--- src/rtl/ysyx_23060236_axi_pkg.sv ---
// Shared AXI4-Lite definitions for the LSU bus masters.
//   - AXI response codes (OKAY/EXOKAY/SLVERR/DECERR)
//   - LSU access size encodings
//   - write-master state enum
package ysyx_23060236_axi_pkg;

    localparam logic [1:0] RESP_OKAY   = 2'd0;
    localparam logic [1:0] RESP_EXOKAY = 2'd1;
    localparam logic [1:0] RESP_SLVERR = 2'd2;
    localparam logic [1:0] RESP_DECERR = 2'd3;

    typedef enum logic [1:0] {
        SIZE_BYTE = 2'd0,
        SIZE_HALF = 2'd1,
        SIZE_WORD = 2'd2,
        SIZE_ILL  = 2'd3
    } size_e;

    typedef enum logic [1:0] {
        ST_IDLE   = 2'd0,
        ST_BUS    = 2'd1,
        ST_WAIT_B = 2'd2,
        ST_RESP   = 2'd3
    } wm_state_e;

endpackage

--- src/rtl/ysyx_23060236_lsu_wmaster_if.sv ---
// AXI4-Lite write channels (AW, W, B) between an initiator and a responder.
//   master modport: drives awaddr/awvalid, wdata/wstrb/wvalid, bready
//   slave  modport: drives awready, wready, bresp/bvalid
interface ysyx_23060236_lsu_wmaster_if #(
    parameter int unsigned ADDR_W = 32,
    parameter int unsigned DATA_W = 32
);
    logic [ADDR_W-1:0]   awaddr;
    logic                awvalid;
    logic                awready;
    logic [DATA_W-1:0]   wdata;
    logic [DATA_W/8-1:0] wstrb;
    logic                wvalid;
    logic                wready;
    logic [1:0]          bresp;
    logic                bvalid;
    logic                bready;

    modport master (
        output awaddr, awvalid, wdata, wstrb, wvalid, bready,
        input  awready, wready, bresp, bvalid
    );

    modport slave (
        input  awaddr, awvalid, wdata, wstrb, wvalid, bready,
        output awready, wready, bresp, bvalid
    );
endinterface

--- src/rtl/ysyx_23060236_store_align.sv ---
// Byte-lane alignment for 32-bit stores (purely combinational).
//   off_i        : address bits [1:0]
//   size_i       : access size (byte/half/word/illegal)
//   data_i       : right-aligned store data
//   wdata_o      : data shifted onto its byte lanes
//   wstrb_o      : byte strobes for the access
//   misaligned_o : access crosses its natural boundary or size is illegal
module ysyx_23060236_store_align
    import ysyx_23060236_axi_pkg::*;
(
    input  logic [1:0]  off_i,
    input  size_e       size_i,
    input  logic [31:0] data_i,
    output logic [31:0] wdata_o,
    output logic [3:0]  wstrb_o,
    output logic        misaligned_o
);
    logic [3:0] base_strb;

    always_comb begin
        base_strb    = '0;
        misaligned_o = 1'b0;
        unique case (size_i)
            SIZE_BYTE: base_strb = 4'b0001;
            SIZE_HALF: begin
                base_strb    = 4'b0011;
                misaligned_o = off_i[0];
            end
            SIZE_WORD: begin
                base_strb    = 4'b1111;
                misaligned_o = (off_i != 2'd0);
            end
            default: begin
                base_strb    = '0;
                misaligned_o = 1'b1;
            end
        endcase
        wstrb_o = base_strb << off_i;
        wdata_o = data_i << {off_i, 3'b000};
    end
endmodule

--- src/rtl/ysyx_23060236_lsu_wmaster.sv ---
// AXI4-Lite write initiator for the LSU store path.
// One store at a time: aligns lanes, issues AW and W independently, waits
// for B and returns a single completion. Misaligned stores complete locally
// with SLVERR and never touch the bus.
//   clock, reset (async, active-low)
//   req_*  : LSU store request (valid/ready, addr, data, size)
//   resp_* : completion (valid/ready, code 0=OKAY 2=SLVERR 3=DECERR/timeout)
//   axi    : AXI4-Lite write channels (master modport)
// Optional: define YSYX_23060236_LSU_WMASTER_TIMEOUT_EN to abort a transaction
// with DECERR after TIMEOUT_CYCLES cycles in BUS/WAIT_B.
module ysyx_23060236_lsu_wmaster
    import ysyx_23060236_axi_pkg::*;
#(
    parameter int unsigned ADDR_W         = 32,
    parameter int unsigned DATA_W         = 32,
    parameter int unsigned TIMEOUT_CYCLES = 1024
) (
    input  logic              clock,
    input  logic              reset,
    input  logic              req_valid,
    output logic              req_ready,
    input  logic [ADDR_W-1:0] req_addr,
    input  logic [DATA_W-1:0] req_data,
    input  logic [1:0]        req_size,
    output logic              resp_valid,
    input  logic              resp_ready,
    output logic [1:0]        resp_code,
    ysyx_23060236_lsu_wmaster_if.master axi
);
    wm_state_e         state_q;
    logic              req_ready_q;
    logic              resp_valid_q;
    logic [1:0]        resp_code_q;
    logic [ADDR_W-1:0] awaddr_q;
    logic [DATA_W-1:0] wdata_q;
    logic [3:0]        wstrb_q;
    logic              awvalid_q;
    logic              wvalid_q;
    logic              bready_q;
    logic              aw_done_q;
    logic              w_done_q;

    logic [31:0] al_wdata;
    logic [3:0]  al_wstrb;
    logic        al_mis;

    ysyx_23060236_store_align u_align (
        .off_i        (req_addr[1:0]),
        .size_i       (size_e'(req_size)),
        .data_i       (req_data),
        .wdata_o      (al_wdata),
        .wstrb_o      (al_wstrb),
        .misaligned_o (al_mis)
    );

    logic aw_hs, w_hs, b_hs, aw_done_d, w_done_d;
    assign aw_hs     = awvalid_q & axi.awready;
    assign w_hs      = wvalid_q & axi.wready;
    assign b_hs      = bready_q & axi.bvalid;
    // Done flags include the handshake of the current cycle so the move to
    // WAIT_B happens in the same cycle as the last handshake.
    assign aw_done_d = aw_done_q | aw_hs;
    assign w_done_d  = w_done_q | w_hs;

`ifdef YSYX_23060236_LSU_WMASTER_TIMEOUT_EN
    localparam int unsigned CNT_W = $clog2(TIMEOUT_CYCLES + 1);
    logic [CNT_W-1:0] cnt_q;
    logic             timeout;
    assign timeout = (cnt_q == CNT_W'(TIMEOUT_CYCLES - 1));
`endif

    always_ff @(posedge clock or negedge reset) begin
        if (!reset) begin
            state_q      <= ST_IDLE;
            req_ready_q  <= 1'b1;
            resp_valid_q <= 1'b0;
            resp_code_q  <= RESP_OKAY;
            awaddr_q     <= '0;
            wdata_q      <= '0;
            wstrb_q      <= '0;
            awvalid_q    <= 1'b0;
            wvalid_q     <= 1'b0;
            bready_q     <= 1'b0;
            aw_done_q    <= 1'b0;
            w_done_q     <= 1'b0;
`ifdef YSYX_23060236_LSU_WMASTER_TIMEOUT_EN
            cnt_q        <= '0;
`endif
        end else begin
            unique case (state_q)
                ST_IDLE: begin
                    if (req_valid && req_ready_q) begin
                        req_ready_q <= 1'b0;
                        if (al_mis) begin
                            state_q      <= ST_RESP;
                            resp_valid_q <= 1'b1;
                            resp_code_q  <= RESP_SLVERR;
                        end else begin
                            state_q   <= ST_BUS;
                            awaddr_q  <= req_addr;
                            wdata_q   <= al_wdata;
                            wstrb_q   <= al_wstrb;
                            awvalid_q <= 1'b1;
                            wvalid_q  <= 1'b1;
                            aw_done_q <= 1'b0;
                            w_done_q  <= 1'b0;
`ifdef YSYX_23060236_LSU_WMASTER_TIMEOUT_EN
                            cnt_q     <= '0;
`endif
                        end
                    end
                end

                ST_BUS: begin
                    aw_done_q <= aw_done_d;
                    w_done_q  <= w_done_d;
                    if (aw_hs) awvalid_q <= 1'b0;
                    if (w_hs)  wvalid_q  <= 1'b0;
`ifdef YSYX_23060236_LSU_WMASTER_TIMEOUT_EN
                    cnt_q <= cnt_q + 1'b1;
                    if (timeout) begin
                        state_q      <= ST_RESP;
                        awvalid_q    <= 1'b0;
                        wvalid_q     <= 1'b0;
                        resp_valid_q <= 1'b1;
                        resp_code_q  <= RESP_DECERR;
                    end else
`endif
                    if (aw_done_d && w_done_d) begin
                        state_q  <= ST_WAIT_B;
                        bready_q <= 1'b1;
                    end
                end

                ST_WAIT_B: begin
`ifdef YSYX_23060236_LSU_WMASTER_TIMEOUT_EN
                    cnt_q <= cnt_q + 1'b1;
`endif
                    // A B handshake takes priority over a coincident timeout.
                    if (b_hs) begin
                        state_q      <= ST_RESP;
                        bready_q     <= 1'b0;
                        resp_valid_q <= 1'b1;
                        resp_code_q  <= (axi.bresp == RESP_EXOKAY) ? RESP_OKAY : axi.bresp;
                    end
`ifdef YSYX_23060236_LSU_WMASTER_TIMEOUT_EN
                    else if (timeout) begin
                        state_q      <= ST_RESP;
                        bready_q     <= 1'b0;
                        resp_valid_q <= 1'b1;
                        resp_code_q  <= RESP_DECERR;
                    end
`endif
                end

                ST_RESP: begin
                    if (resp_ready) begin
                        state_q      <= ST_IDLE;
                        resp_valid_q <= 1'b0;
                        req_ready_q  <= 1'b1;
                    end
                end

                default: state_q <= ST_IDLE;
            endcase
        end
    end

    assign req_ready   = req_ready_q;
    assign resp_valid  = resp_valid_q;
    assign resp_code   = resp_code_q;
    assign axi.awaddr  = awaddr_q;
    assign axi.awvalid = awvalid_q;
    assign axi.wdata   = wdata_q;
    assign axi.wstrb   = wstrb_q;
    assign axi.wvalid  = wvalid_q;
    assign axi.bready  = bready_q;
endmodule

--- src/flat_wrapper.sv ---
// flat-port wrapper written by rule: the top's interface ports become plain ports
module ysyx_23060236_lsu_wmaster_flat import ysyx_23060236_axi_pkg::*;
#(
    parameter int unsigned ADDR_W         = 32,
    parameter int unsigned DATA_W         = 32,
    parameter int unsigned TIMEOUT_CYCLES = 1024
)
  (clock, reset, req_valid, req_ready, req_addr, req_data, req_size, resp_valid, resp_ready, resp_code, axi_awaddr, axi_awvalid, axi_wdata, axi_wstrb, axi_wvalid, axi_bready, axi_awready, axi_wready, axi_bresp, axi_bvalid);
  ysyx_23060236_lsu_wmaster_if #(.ADDR_W(ADDR_W), .DATA_W(DATA_W)) axi_i ();
  input  logic clock;
  input  logic reset;
  input  logic req_valid;
  output logic req_ready;
  input  logic [ADDR_W-1:0] req_addr;
  input  logic [DATA_W-1:0] req_data;
  input  logic [1:0] req_size;
  output logic resp_valid;
  input  logic resp_ready;
  output logic [1:0] resp_code;
  output wire logic [$bits(axi_i.awaddr)-1:0] axi_awaddr;
  output wire logic [$bits(axi_i.awvalid)-1:0] axi_awvalid;
  output wire logic [$bits(axi_i.wdata)-1:0] axi_wdata;
  output wire logic [$bits(axi_i.wstrb)-1:0] axi_wstrb;
  output wire logic [$bits(axi_i.wvalid)-1:0] axi_wvalid;
  output wire logic [$bits(axi_i.bready)-1:0] axi_bready;
  input wire logic [$bits(axi_i.awready)-1:0] axi_awready;
  input wire logic [$bits(axi_i.wready)-1:0] axi_wready;
  input wire logic [$bits(axi_i.bresp)-1:0] axi_bresp;
  input wire logic [$bits(axi_i.bvalid)-1:0] axi_bvalid;
  assign axi_awaddr = axi_i.awaddr;
  assign axi_awvalid = axi_i.awvalid;
  assign axi_wdata = axi_i.wdata;
  assign axi_wstrb = axi_i.wstrb;
  assign axi_wvalid = axi_i.wvalid;
  assign axi_bready = axi_i.bready;
  assign axi_i.awready = axi_awready;
  assign axi_i.wready = axi_wready;
  assign axi_i.bresp = axi_bresp;
  assign axi_i.bvalid = axi_bvalid;
  ysyx_23060236_lsu_wmaster #(.ADDR_W(ADDR_W), .DATA_W(DATA_W), .TIMEOUT_CYCLES(TIMEOUT_CYCLES)) u_core (.clock(clock), .reset(reset), .req_valid(req_valid), .req_ready(req_ready), .req_addr(req_addr), .req_data(req_data), .req_size(req_size), .resp_valid(resp_valid), .resp_ready(resp_ready), .resp_code(resp_code), .axi(axi_i));
endmodule
--- config.mk ---
export PLATFORM = sky130hd
export DESIGN_NAME = ysyx_23060236_lsu_wmaster_flat
export DESIGN_NICKNAME = d
export VERILOG_FILES = /design/src/rtl/ysyx_23060236_axi_pkg.sv /design/src/rtl/ysyx_23060236_lsu_wmaster_if.sv /design/src/rtl/ysyx_23060236_store_align.sv /design/src/rtl/ysyx_23060236_lsu_wmaster.sv /design/src/flat_wrapper.sv
export SDC_FILE = /design/constraint.sdc
export NUM_CORES = 1
export LEC_CHECK = 0
export CAP_MARGIN = 5
export CORE_MARGIN = 8
export CORE_UTILIZATION = 35
export DETAILED_ROUTE_END_ITERATION = 7
export DONT_BUFFER_PORTS = 1
export HOLD_SLACK_MARGIN = 0.12
export RECOVER_POWER = 25
export SLEW_MARGIN = 40
export SYNTH_ARGS = -nofsm -noshare
export SYNTH_HDL_FRONTEND = slang
export SYNTH_SLANG_ARGS = --single-unit
--- constraint.sdc ---
create_clock -name clock -period 5.2 [get_ports clock]
set_input_delay 1.04 -clock clock [delete_from_list [all_inputs] [get_ports clock]]
set_output_delay 1.04 -clock clock [all_outputs]
set_load 0.03 [all_outputs]
# ---- Word-level counts from Yosys, hierarchy flattened
# Cells that the tools add are included.
dict set report word_totals {
  register_bits 79
  input_bits 75
  elab_cells 87
}
dict set report classes {
  n_eq_ne 14
  shift 2
  mux 34
  n_bitwise 6
  reduce_logical 19
}
# operator count
set op_table {}
lappend op_table {{32-bit by 5-bit << shifter with 32-bit output} 1}
lappend op_table {{2-bit 2-to-1 mux} 9}
lappend op_table {{4-bit AND reduction} 4}
lappend op_table {{1-bit 2-to-1 mux} 14}
lappend op_table {{2-bit by 1-bit inequality test with 1-bit output (second input constant)} 6}
lappend op_table {{1-bit one-hot mux with 2 select lines} 6}
lappend op_table {{4-bit one-hot mux with 3 select lines} 1}
lappend op_table {{3-bit AND reduction} 4}
lappend op_table {{2-bit nonzero test} 5}
lappend op_table {{2-bit one-hot mux with 4 select lines} 1}
lappend op_table {{2-bit by 1-bit equality test with 1-bit output (second input constant)} 3}
lappend op_table {{2-bit equality test (second input constant)} 3}
lappend op_table {{1-bit one-hot mux with 3 select lines} 2}
lappend op_table {{5-bit AND reduction} 1}
lappend op_table {{2-bit zero test} 2}
lappend op_table {{2-bit inequality test (second input constant)} 2}
lappend op_table {{2-bit one-hot mux with 2 select lines} 1}
lappend op_table {{4-bit by 2-bit << shifter with 4-bit output} 1}
lappend op_table {{1-bit bitwise AND} 3}
lappend op_table {{3-bit nonzero test} 1}
lappend op_table {{1-bit logical AND} 2}
lappend op_table {{1-bit bitwise OR} 2}
lappend op_table {{1-bit inverter} 1}

# ---- Longest topological paths before layout
# Gate-level depths: netlist of the first run.
dict set report depth {
  depth_word 5
  mapped_depth 7
}

# ---- Cells and area by module
# A second synthesis of the first run with hierarchy kept.
dict set report unflattened {
  hier_cells 309
  hier_area_um2 4135.2
}
# module instances cells_per_inst area_per_inst_um2 seq_area_each_um2
set modules_own_cells {}
lappend modules_own_cells {ysyx_23060236_lsu_wmaster 1 209 3460.8 1978.1}
lappend modules_own_cells {ysyx_23060236_store_align 1 100 674.4 0.0}

# ---- Worst setup path after synthesis of the first run
# OpenSTA, ideal clock, no wires.
dict set report synth_timing {
  path_type {input port to flip-flop}
  startpoint {input port req_size[0]}
  endpoint {register u_core.wdata_q[24] (netlist: u_core.axi.wdata[24])}
  setup_ns 0.125
  arrival_ns 2.444
  t_required_ns 5.075
  slack_ns 2.632
  path_stages 6
  path_buffers 0
  path_cell_list {inv_1 ha_1 a211oi_4 o21ai_2 nor2_2 mux2_2}
}
dict set report synth_via {
  elab_chain_len 4
  word_cells_on_any_way 6
  cone_classes {2 x eq/ne; 1 x mux; 1 x bitwise; 2 x reduce/logical}
}
# item line_no
set synth_rtl {}
lappend synth_rtl {{start: declaration} flat_wrapper.sv:16} ;# input logic [1:0] req_size;
lappend synth_rtl {{2-bit equality test (tied with other cells)} ysyx_23060236_store_align.sv:23} ;# unique case (size_i)
lappend synth_rtl {{1-bit one-hot mux with 3 select lines (*)} ysyx_23060236_store_align.sv:23}
lappend synth_rtl {{1-bit inverter (no source line) (*)} -}
lappend synth_rtl {{3-bit AND reduction (no source line) (*)} -}
lappend synth_rtl {{end signal: assignment} ysyx_23060236_lsu_wmaster.sv:101} ;# wdata_q <= al_wdata;
lappend synth_rtl {{end: declaration} ysyx_23060236_lsu_wmaster.sv:35} ;# logic [DATA_W-1:0] wdata_q;
# Mark *: on every way between the ends. The rest lies on a longest branch, timed or not.
# A chain may end at the register's enable or synchronous reset.

# ---- Worst setup path after layout of the first run
dict set report layout_timing {
  startpoint {input port req_size[0]}
  endpoint {register u_core.awaddr_q[22] (netlist: u_core.axi.awaddr[22])}
}
dict set report layout_via {
  elab_chain_len 4
  word_cells_on_any_way 6
  cone_classes {2 x eq/ne; 1 x mux; 1 x bitwise; 2 x reduce/logical}
}
# item line_no
set layout_rtl {}
lappend layout_rtl {{2-bit equality test (tied with other cells)} ysyx_23060236_store_align.sv:23}
lappend layout_rtl {{1-bit one-hot mux with 3 select lines (*)} ysyx_23060236_store_align.sv:23}
lappend layout_rtl {{1-bit inverter (no source line) (*)} -}
lappend layout_rtl {{3-bit AND reduction (no source line) (*)} -}
lappend layout_rtl {{end signal: assignment} ysyx_23060236_lsu_wmaster.sv:100} ;# awaddr_q <= req_addr;
lappend layout_rtl {{end: declaration} ysyx_23060236_lsu_wmaster.sv:34} ;# logic [ADDR_W-1:0] awaddr_q;
# Marked as above.

==> results of run 1 <==
==> metal layers <==
layer	global-route usage, %	vias up	routed length (µm)
li1	-	1094	-
met1	15.1	1138	3700
met2	22.2	90	4770
met3	7.04	12	1020
met4	4.66	0	153
met5	0	-	0
==> power by group <==
| group | total [mW] | switching [mW] | internal (mW) |
|---|---|---|---|
| clock | 0.463 | 0.226 | 0.237 |
| combinational | 0.543 | 0.252 | 0.291 |
| sequential | 1.67 | 0.780 | 0.894 |
| total | 2.68 | 1.26 | 1.42 |
==> state kept, by name, summed over array words and instances (netlist names) <==
signal and count:
u_core.w_done_q 1, u_core.aw_done_q 1, u_core.state_q 2, u_core.resp_valid 1, u_core.resp_code 2, u_core.axi.awvalid 1
u_core.axi.bready 1, u_core.axi.awaddr 32, u_core.axi.wstrb 4, u_core.req_ready 1, u_core.axi.wdata 32, u_core.axi.wvalid 1
==> synthesized netlist by cell type (all sizes together) <==
| master | number |
|---|---|
| o21a | 2 |
| o21ai | 23 |
| a211oi | 9 |
| mux2 | 41 |
| clkbuf | 6 |
| or3 | 1 |
| o2111ai | 1 |
| dfstp | 1 |
| nor2b | 13 |
| mux2i | 20 |
| a21oi | 23 |
| a2bb2oi | 1 |
| a21o | 1 |
| ha | 7 |
| a31oi | 2 |
| inv | 10 |
| dfrtp | 78 |
| a221oi | 1 |
| a21boi | 1 |
| nor4 | 2 |
| buf | 11 |
| o21bai | 1 |
| and3 | 1 |
| nor3b | 1 |
| nand2b | 2 |
| o22a | 1 |
| nor3 | 1 |
| nor2 | 11 |
| a22o | 11 |
| nand2 | 26 |
| nand3 | 2 |
==> metrics by stage <==
step                      util, %  setup slack, ns  area (µm²)  power [mW]
after floorplan                 -             2.63        3690        2.07
after global placement       36.6             2.37        3760        2.22
after detailed placement     36.7             2.32        3770        2.26
after CTS                    38.7             2.71        3970        2.73
after global routing         38.7             2.59        3970        2.84
final                        38.7             2.67        3970        2.68
==> layout make-up <==
type	count	area (µm²)
clock buffers	12	145
multi-input cells	205	1580
well taps	136	170
repair buffers	1	7.51
fillers	994	6300
clock inverters	4	53.8
inverters	10	37.5
flip-flops and latches	79	1980
==> kinds of logic (layout without fill, tap and decap cells) <==
family                   count (synthesis)  after routing  share of synthesized area, %
AO/OA/AOI/OAI                           77             77                          14.3
buffers and inverters                   27             27                          3.73
flip-flops                              79             79                          53.6
AND/OR/NAND/NOR                         60             60                          7.97
adder cells (fa/ha/maj)                  7              7                          2.38
multiplexers                            61             61                          18.0
==> worst paths after layout <==
kind	endpoint
setup / recovery	u_core.axi.awaddr[22]$_DFFE_PN0P_
max in group asynchronous	u_core.req_ready$_DFFE_PN1P_
hold reg to reg	u_core.w_done_q$_DFFE_PN0P_
min in group clock	u_core.w_done_q$_DFFE_PN0P_
setup reg to reg	u_core.axi.awaddr[22]$_DFFE_PN0P_
hold / removal	u_core.axi.wdata[23]$_DFFE_PN0P_
==> run metrics, run 1 <==
status completed; initial antenna violation count 0; largest net degree at the start of global routing 80; Max Clk Rate slightly below 400 MHz; top cells by area in the synthesized netlist dfrtp_1 (53%), mux2_2 (13%), mux2i_1 (5.4%), a21oi_1 (3.1%), nand2_1 (2.6%); num rows 37; syn nets ~390; # setup viols final 0; Layout area overhead 7.74%; Synth Register Bits 79; global-route wire length before repair roughly 15000 µm; Period Utilization, post-route 48.6%; Hold-fix buffers, CTS 0; die height 119 µm; Startpoint Class input port; clk sinks 79; distinct cell type count after synthesis 38; RSZ-0062 raised after global routing no; Die ar. roughly 14000 µm²; Diodes inserted 0; Iteration-0 DRC Markers 135; IO buf count 0; # DRC 0; worst-skew pair later-pin latency around 0.34 ns; CTS tree built; cell family with most CP delay buffers and inverters; final std cells w/o fill 447; power per cell area roughly 670 nW/µm²; placed insts 431; Critical Path End Type flop; worst rel slew slack 45.8%; die width between 100 and 150 µm; via count 2334; Post-DP HPWL a little over 7000 µm; worst vdd ir 0.273 mV; Slew Viols, Final 0; worst slew pin tran 0.814 ns; clock tree buffer depth 2; Hold Violations, Final 0; First-pass DRT Iterations 4; r2r setup slk a little under 3 ns; TritonCTS buffer count 9; Pleak around 1.8 nW; Crit path buffers/inverters 2; final net count 388; Max Cap Viol 0; remaining antenna violation count 0; crit path kind input port to flop; Synth Warn # 0; largest area contributor in the netlist dfrtp_1; Netlist Area Pre-Place 3690 µm²; sequential-to-total area share from yosys stat around 54%; Worst Hold Class input port to async pin; vias in the first global route 2477; CP required 5.43 ns; cell count after synthesis a little over 300; Setup crit start req_size[0]; WL final between 9000 and 10000 µm; commonest cells after routing, fill and taps aside dfrtp_1 (78), mux2_2 (41), nand2_1 (26); CTS clock-pin slew for the worst setup and hold paths 0.09 ns; FF-to-FF Start u_core.state_q[0]$_DFFE_PN0P_; GP Congestion 0.787; total grt overflow 0; Worst Reg-to-Reg Cells 5; Critical Path AT 2.76 ns; CTS resizes 0; hold_ws 0.380 ns; CP max stage delay approximately 0.64 ns; Tmin final 2.53 ns; Root Buffer clkbuf_8; CP max FO between 70 and 80; post-DR vias/cell approximately 5.2; syn avg cell area 11.9 µm²; I/O pin cnt 150; CTS H-tree lvls 3; Layout Skew 0.0114 ns; Post-CTS Setup Repair Bufs 0; layout cell share with drive strength beyond 1 a little over a fifth; setup_tns 0 ns; CP Cell Sequence inv_1 > ha_1 > a211oi_4 > o2111ai_4 > buf_4 > mux2_2; leading cell type in the layout, fill and taps excluded dfrtp_1; total track usage 13.6%; per-cell routed wire length 21.6 µm; core area 10300 µm²; starting density of the core 35.9%; share of the synthesized area in the top cell type a little over half; slowest CP cell buf_4; critical path depth 6
(Power assumes the default switching activity.)
==> inputs of run 2 (changes only) <==
Clock period 5.2 ns to 2.6 ns, I/O delays scaled along.
==> run 2 against run 1 <==
Net effect: setup slack got worse by 2.0 ns; register-to-register slack got worse by 2.2 ns; critical path depth down 1; largest cell class unchanged; largest power group unchanged; critical endpoint is now u_core.axi.awaddr[1]$_DFFE_PN0P_.
==> run metrics, run 2 (same netlist as run 1, synthesis figures left out) <==
worst slew pin tran 1.06 ns (+0.248 ns); worst rel slew slack 29.2% (-17 points); GP Congestion 0.816 (+3.7%); leading cell type in the layout, fill and taps excluded dfrtp_1; Combinational Power Share 21.1% (+0.8 points); clk sinks 79 (unchanged); Internal 2.85 mW (+100%); cell family with most CP delay simple AND/OR/NAND/NOR gates; Placed Instance Area 3800 µm² (+0.70%); clock tree buffer depth 2 (unchanged); Seq pwr share 62.6% (about the same); Post-DP HPWL 7170 µm (-1.4%); sw power 2.50 mW (+99%); Max Cap Viol 0 (unchanged); CP Cell Sequence inv_1 > ha_1 > o21ai_2 > or3_1 > o21a_1; TritonCTS buffer count 9 (unchanged); Hold-fix buffers, CTS 2 (+2); worst-skew pair later-pin latency 0.34 ns (about the same); IO buf count 0 (unchanged); Die ar. 14100 µm² (unchanged); total track usage 13.7% (+0.083 points); vias in the first global route 2480 (+0.12%); WL final 9570 µm (-0.74%); First-pass DRT Iterations 4 (unchanged); post-DR vias/cell 5.22 (about the same); initial antenna violation count 0 (unchanged); total grt overflow 0 (unchanged); power per cell area 1340 nW/µm² (+98%); final net count 393 (+1.3%); Pleak 1.80 nW (+1.6%); Hold Violations, Final 0 (unchanged); Clock power frac 16.3% (-1.0 points); CTS clock-pin slew for the worst setup and hold paths 0.08 ns (about the same); crit path kind flop to flop; starting density of the core 35.9% (unchanged); # DRC 0 (unchanged); Startpoint Class flop; Setup crit start u_core.state_q[1]$_DFFE_PN0P_; Layout Skew 0.0108 ns (-0.000621 ns); core area 10300 µm² (unchanged); Hold Crit Start req_data[6]; CP max stage delay 0.59 ns (-0.05 ns); RSZ-0062 raised after global routing no; Worst Hold Class input port to flop; Post-CTS Setup Repair Bufs 0 (unchanged); sw frac 46.7% (-0.25 points); remaining antenna violation count 0 (unchanged); I/O pin cnt 150 (unchanged); die height 119 µm (unchanged); die width 119 µm (unchanged); Slew Viols, Final 0 (unchanged); CTS tree built; top layer in use met4; setup_tns 0 ns (unchanged); Iteration-0 DRC Markers 161 (+19%); cell area after layout 4000 µm² (+0.76%); commonest cells after routing, fill and taps aside dfrtp_1 (78), mux2_2 (41), nand2_1 (26); Root Buffer clkbuf_8; wl on met1 3580 µm (-3.3%); layout cell share with drive strength beyond 1 22.6% (+1.1 points); Crit path buffers/inverters 1 (-1); worst vdd ir 0.715 mV (+160%); Tmin final 1.91 ns; CP max FO 10 (-86%); status completed; # setup viols final 0 (unchanged); global-route wire length before repair 15100 µm (+1.2%); met2 WL 4780 µm (+0.19%); largest net degree at the start of global routing 80 (unchanged); Max Clk Rate 524 MHz; met3 WL post-DR 1100 µm (+7.2%); CTS resizes 0 (unchanged); Critical Path End Type flop; CTS H-tree lvls 3 (unchanged); via count 2348 (+0.60%); per-cell routed wire length 21.3 µm (-1.4%); num rows 37 (unchanged); CP required 2.83 ns (-2.60 ns); Period Utilization, post-route between 70% and 80%; Layout area overhead 8.55%; Critical Path AT 2.14 ns (-0.62 ns); FF-to-FF Start u_core.state_q[1]$_DFFE_PN0P_; Diodes inserted 0 (unchanged); slowest CP cell or3_1
[run 2: path summary, 6_finish.rpt]
path	endpoint	slack [ns]	cells after the start
setup / recovery	u_core.axi.awaddr[1]$_DFFE_PN0P_	0.69	5
hold reg to reg	u_core.w_done_q$_DFFE_PN0P_	0.52	1
min in group asynchronous	u_core.axi.wdata[12]$_DFFE_PN0P_	0.97	2
hold / removal	u_core.axi.wdata[6]$_DFFE_PN0P_	0.31	1
max in group asynchronous	u_core.axi.awaddr[15]$_DFFE_PN0P_	0.97	2
setup reg to reg	u_core.axi.awaddr[1]$_DFFE_PN0P_	0.69	5
[run 2: cell type report]
cell class / instances / area [µm²]
fill: 1015 / 6270
timing repair buffer: 6 / 60.1
tap: 136 / 170
sequential: 79 / 1980
inverter: 10 / 37.5
multi-input combinational: 205 / 1570
clock inverter: 4 / 47.5
clock buffer: 10 / 138
[run 2: power by group through the flow]
stage               sequential [mW]  combinational [mW]  clock (mW)
global route                   3.45                1.29       0.961
CTS                            3.39                1.15       0.919
detailed placement             3.42                1.12           0
floorplan                      3.19               0.956           0
finish                         3.35                1.13       0.874
global placement               3.40                1.08           0
[run 2: stage by stage]
| stage | setup WS (ns) | power, mW | util (%) | std cells | hold slack [ns] |
|---|---|---|---|---|---|
| floorplan | 0.552 | 4.15 | - | 311 | 0.224 |
| global placement | 0.427 | 4.47 | 37.0 | 434 | 0.227 |
| detailed placement | 0.352 | 4.53 | 37.0 | 434 | 0.228 |
| CTS | 0.682 | 5.46 | 39.1 | 450 | 0.286 |
| global route | 0.560 | 5.70 | 38.9 | 450 | 0.275 |
| finish | 0.693 | 5.35 | 38.9 | 450 | 0.310 |
[run 2: per-layer routing]
layer / track usage, % / vias to the layer above
li1: - / 1099
met1: 15.2 / 1150
met2: 22.1 / 90
met3: 7.23 / 9
met4: 4.82 / 0
met5: 0 / -
